==> src/rtl/whack_round_ctrl.sv <==
// Round controller for the whack-a-mole datapath: requests mole positions,
// times each mole, judges button presses and keeps score and lives.
module whack_round_ctrl #(
  parameter int MOLE_TIMEOUT = 20000,
  parameter int HIT_HOLD     = 5000,
  parameter int START_LIVES  = 3,
  parameter int SCORE_MAX    = 99
) (
  input  logic       i_clk,
  input  logic       i_rst_n,
  input  logic       i_start,
  input  logic [4:0] i_btn,
  input  logic [2:0] i_mole_position,
  input  logic       i_position_changed,
  output logic       o_change_position,
  output logic [2:0] o_mole_pos,
  output logic       o_mole_valid,
  output logic [7:0] o_score,
  output logic [1:0] o_lives,
  output logic       o_hit,
  output logic       o_miss,
  output logic       o_game_over,
  output logic [2:0] o_state
);

  // Generator handshake: o_change_position is a one-cycle request issued
  // while in REQ; the generator answers later with a one-cycle
  // i_position_changed, which is only accepted in WAIT_POS.
  typedef enum logic [2:0] {
    S_IDLE     = 3'd0,
    S_REQ      = 3'd1,
    S_WAIT_POS = 3'd2,
    S_ACTIVE   = 3'd3,
    S_HOLD     = 3'd4,
    S_OVER     = 3'd5
  } state_t;

  localparam logic [23:0] MOLE_LOAD = 24'(MOLE_TIMEOUT - 1);
  localparam logic [23:0] HOLD_LOAD = 24'(HIT_HOLD - 1);
  localparam logic [1:0]  LIVES_V   = 2'(START_LIVES);
  localparam logic [7:0]  SCORE_V   = 8'(SCORE_MAX);

  state_t      state;
  logic [23:0] timer;
  logic        correct_hit;
  logic        any_btn;
  logic [1:0]  lives_dec;
  logic [7:0]  score_inc;

  // Anti-mash: a hit needs exactly the mole's bit and nothing else.
  assign correct_hit = (i_btn == (5'b00001 << o_mole_pos));
  assign any_btn     = |i_btn;
  assign lives_dec   = (o_lives != 2'd0) ? (o_lives - 2'd1) : 2'd0;
  assign score_inc   = (o_score < SCORE_V) ? (o_score + 8'd1) : SCORE_V;
  assign o_state     = 3'(state);

  always_ff @(posedge i_clk or negedge i_rst_n) begin
    if (!i_rst_n) begin
      state             <= S_IDLE;
      timer             <= 24'd0;
      o_score           <= 8'd0;
      o_lives           <= LIVES_V;
      o_mole_pos        <= 3'd0;
      o_change_position <= 1'b0;
      o_mole_valid      <= 1'b0;
      o_hit             <= 1'b0;
      o_miss            <= 1'b0;
      o_game_over       <= 1'b0;
    end else begin
      o_change_position <= 1'b0;
      o_hit             <= 1'b0;
      o_miss            <= 1'b0;
      case (state)
        S_IDLE: begin
          if (i_start) begin
            state             <= S_REQ;
            o_change_position <= 1'b1;
            o_score           <= 8'd0;
            o_lives           <= LIVES_V;
          end
        end
        S_REQ: begin
          state <= S_WAIT_POS;
        end
        S_WAIT_POS: begin
          if (i_position_changed) begin
            if (i_mole_position < 3'd5) begin
              o_mole_pos   <= i_mole_position;
              timer        <= MOLE_LOAD;
              o_mole_valid <= 1'b1;
              state        <= S_ACTIVE;
            end else begin
              state             <= S_REQ;
              o_change_position <= 1'b1;
            end
          end
        end
        S_ACTIVE: begin
          // A correct press on the timeout cycle still counts as a hit.
          if (correct_hit) begin
            o_hit        <= 1'b1;
            o_score      <= score_inc;
            timer        <= HOLD_LOAD;
            o_mole_valid <= 1'b0;
            state        <= S_HOLD;
          end else if (any_btn || (timer == 24'd0)) begin
            o_miss       <= 1'b1;
            o_lives      <= lives_dec;
            o_mole_valid <= 1'b0;
            if (lives_dec == 2'd0) begin
              o_game_over <= 1'b1;
              state       <= S_OVER;
            end else begin
              o_change_position <= 1'b1;
              state             <= S_REQ;
            end
          end else begin
            timer <= timer - 24'd1;
          end
        end
        S_HOLD: begin
          if (timer == 24'd0) begin
            o_change_position <= 1'b1;
            state             <= S_REQ;
          end else begin
            timer <= timer - 24'd1;
          end
        end
        S_OVER: begin
          if (i_start) begin
            o_game_over       <= 1'b0;
            o_score           <= 8'd0;
            o_lives           <= LIVES_V;
            o_change_position <= 1'b1;
            state             <= S_REQ;
          end
        end
        default: begin
          state <= S_IDLE;
        end
      endcase
    end
  end

endmodule
==> config.mk <==
export PLATFORM = sky130hd
export DESIGN_NAME = whack_round_ctrl
export DESIGN_NICKNAME = d
export VERILOG_FILES = /design/src/rtl/whack_round_ctrl.sv
export SDC_FILE = /design/constraint.sdc
export NUM_CORES = 1
export LEC_CHECK = 0
export ABC_AREA = 1
export BUFFER_PORTS_ARGS = -buffer_cell sky130_fd_sc_hd__buf_4
export CORE_MARGIN = 8
export CORE_UTILIZATION = 55
export CTS_BUF_LIST = sky130_fd_sc_hd__clkbuf_8
export CTS_CLUSTER_DIAMETER = 100
export DETAILED_ROUTE_END_ITERATION = 16
export PLACE_DENSITY = 0.74
export SLEW_MARGIN = 20
export SYNTH_ARGS = -nofsm -noshare
export SYNTH_HDL_FRONTEND = slang
export SYNTH_SLANG_ARGS = --single-unit
==> constraint.sdc <==
create_clock -name i_clk -period 2 [get_ports i_clk]
set_clock_uncertainty 0.05 [all_clocks]
set_input_delay 0.1 -clock i_clk [delete_from_list [all_inputs] [get_ports i_clk]]
set_output_delay 0.1 -clock i_clk [all_outputs]
set_load 0.03 [all_outputs]
==> metrics.yaml <==
tns_ps: 0
grt_pass1_vias: 3296
power.internal_uw: 2740
max_freq_ghz: 0.524
grt_pass1_wl_um: 14400
start_util: 0.566
end_kind: "flip-flop"
arrival_ps: 2110
ios: 33
final_max_slew_viol_count: 0
core_area_um2: 5920
synth_nets: 541
die_h_um: 94.1
antennaDiodeCount: 0
synth_top_cell_area_share: 0.321
synth_top_area_cell: "dfrtp_1"
tritoncts: "done"
yosysSeqAreaShare: 0.337
maxCapViolations: 0
rows: 28
drt_first_pass_iters: 4
drt-wirelength-per-cell_um: 13.2
hold_viol: 0
place.gp.congestion: 0.874
antenna_found_initial: 0
outcome: "finished, final reports clean"
synth_cell_types: 36
drtAntennaViolNets: 0
numClockSinks: 45
vias: 3468
path_clk_slew_ps: 90
p_comb_frac: 0.628
path_class: "flip-flop to flip-flop"
hp-class: "input port to flip-flop"
viasPerCell: 5.29
wl_met1_um: 3800
crit_required_ps: 2200
synth_flop_cell: "dfrtp_1"
cts_buffers: 5
ys_ff_latch: 45
wl_um: 8650
placed_cells: 638
final_nets: 595
clk-insertion-delay-late_ps: 300
clockBufferDepth: 2
synth.top_cells.by_area: "dfrtp_1 (32%), nand2_1 (23%), nand3_1 (8.4%)"
p_per_area_nw_per_um2: 1410
slew_headroom: 0.606
io_buffers: 32
synth_cells: 526
fp.dieW_um: 94.1
wl_met2_um: 4310
async_flop_share: 1.00
syn_to_final_growth_pct: 20.3
avgSynthCellArea_um2: 6.37
grt_max_degree: 46
die_area_um2: 8850
track_usage: 0.198
yosys_warnings: 0
syn_area_um2: 3350
stdcell_count: 656
setup_viol: 0
synth_edf_count: 0
p_sw_uw: 2940
whs_ps: 32.4
drive_gt1_frac: 0.205
post-route-period-util: 0.955
cts_root_buf: "clkbuf_8"
drc: 0
swShare: 0.518
crit_path_max_fanout: 5
seqPwrFrac: 0.276
dp_hpwl_um: 6120
rsz0062_at_grt: "yes"
top_layer: "met4"
cts_max_level: 2
grt.overflow.total: 0
fin_util: 0.681
ir_drop_mv: 0.963
drt_iter0_drc: 193
period_needed_ps: 1910
worst_pin_slew_ps: 591
leakage_uw: 0.00226
p_clk_frac: 0.096
wl_met3_um: 398
fillers: 524
startpoint_type: "flip-flop"
-- cells by family (layout without fill, tap and decap cells) --
family	Yosys count	count (layout)	share of synthesized area
simple gates	361	362	0.477
buf+inv	80	134	0.102
flops	45	45	0.337
compound gates	26	26	0.0440
xor+xnor	11	11	0.0287
fa+ha+maj	3	3	0.0112
-- stage by stage --
stage	area (µm²)	setup WS, ps	total power [µW]
6_report	4030	90.0	5680
5_1_grt	4030	-5.35	6150
4_1_cts	3810	41.1	5130
3_5_place_dp	3720	66.6	4580
3_3_place_gp	3720	131	4530
2_1_floorplan	3350	214	3790
-- sequential cells by signal, summed over array words and instances (netlist names) --
| name | flops |
|---|---|
| o_change_position | 1 |
| o_game_over | 1 |
| o_mole_pos | 3 |
| timer | 24 |
| o_state | 3 |
| o_lives | 2 |
| o_score | 8 |
| o_hit | 1 |
| o_miss | 1 |
| o_mole_valid | 1 |
-- cell type report --
type                            count  area [µm²]  share of cell area
Multi-Input combinational cell    402        1990               0.494
Inverter                           70         275              0.0683
Clock buffer                        5        68.8              0.0171
Sequential cell                    45        1130               0.280
Tap cell                           75        93.8              0.0233
Timing Repair Buffer               54         444               0.110
Clock inverter                      3        11.3             0.00279
Timing Repair inverter              2        17.5             0.00434
-- cells in the mapped netlist (all sizes together), types with 4 or more instances --
library cell  count
inv              70
o21ai            16
buf               9
nor2             67
or2               4
xnor2             6
xor2              5
dfrtp            43
nand3            59
nand2           212
a21oi             5
nand4            15
-- placed cells by master (no fill, tap or decap), types with 6 or more instances in the layout --
master,count
nand2_1,195
inv_1,60
nand3_1,56
nor2_1,51
buf_4,48
dfrtp_1,41
nand4_1,15
inv_2,12
nand2_2,12
o21ai_0,10
nor2_4,9
nor2_2,7
xnor2_1,6
-- layer usage --
metal / vias up / GRT usage
li1: 1760 / -
met1: 1608 / 0.242
met2: 88 / 0.345
met3: 12 / 0.0352
met4: 0 / 0.0608
met5: - / 0
-- worst paths after layout --
check                                              start                        end  slack [ps]  cells past startpoint
worst max register to register      timer[0]$_DFFE_PN0P_       timer[4]$_DFFE_PN0P_          90                     13
max in group asynchronous                        i_rst_n  o_mole_pos[1]$_DFFE_PN0P_        1170                      2
worst min-delay path                  i_mole_position[2]  o_mole_pos[2]$_DFFE_PN0P_          30                      3
worst max-delay path                timer[0]$_DFFE_PN0P_       timer[4]$_DFFE_PN0P_          90                     13
worst min register to register  o_mole_valid$_DFFE_PN0P_   o_mole_valid$_DFFE_PN0P_         440                      2
min in group asynchronous                        i_rst_n      timer[14]$_DFFE_PN0P_         290                      2
-- power groups by stage --
stage                     Clock [µW]  Combinational [µW]  Sequential [µW]
after floorplan                    0                1980             1820
after global routing             589                3950             1610
after detailed placement           0                3030             1550
final                            545                3570             1570
after global placement             0                2980             1540
after CTS                        547                3050             1530
-- timing repair --
item / in CTS / in global routing
setup buffers: 0 / 5
endpoints found under the hold margin: 43 / 0
endpoints found under the setup margin: 0 / 28
hold buffers: 1 / 0
resized for setup: 0 / 40
-- worst max-delay path: stages (launching register included) --
cell and delay [ps]:
dfrtp_1 430, inv_2 110, ha_4 130, inv_2 30, nor2_2 80, nand2_1 60, nor2_2 150, nand3_4 120
nand2_4 110, nand3_4 150, nand2_8 170, clkbuf_16 170, nand2_2 40, nand2_1 60
(Power assumes the default switching activity.)
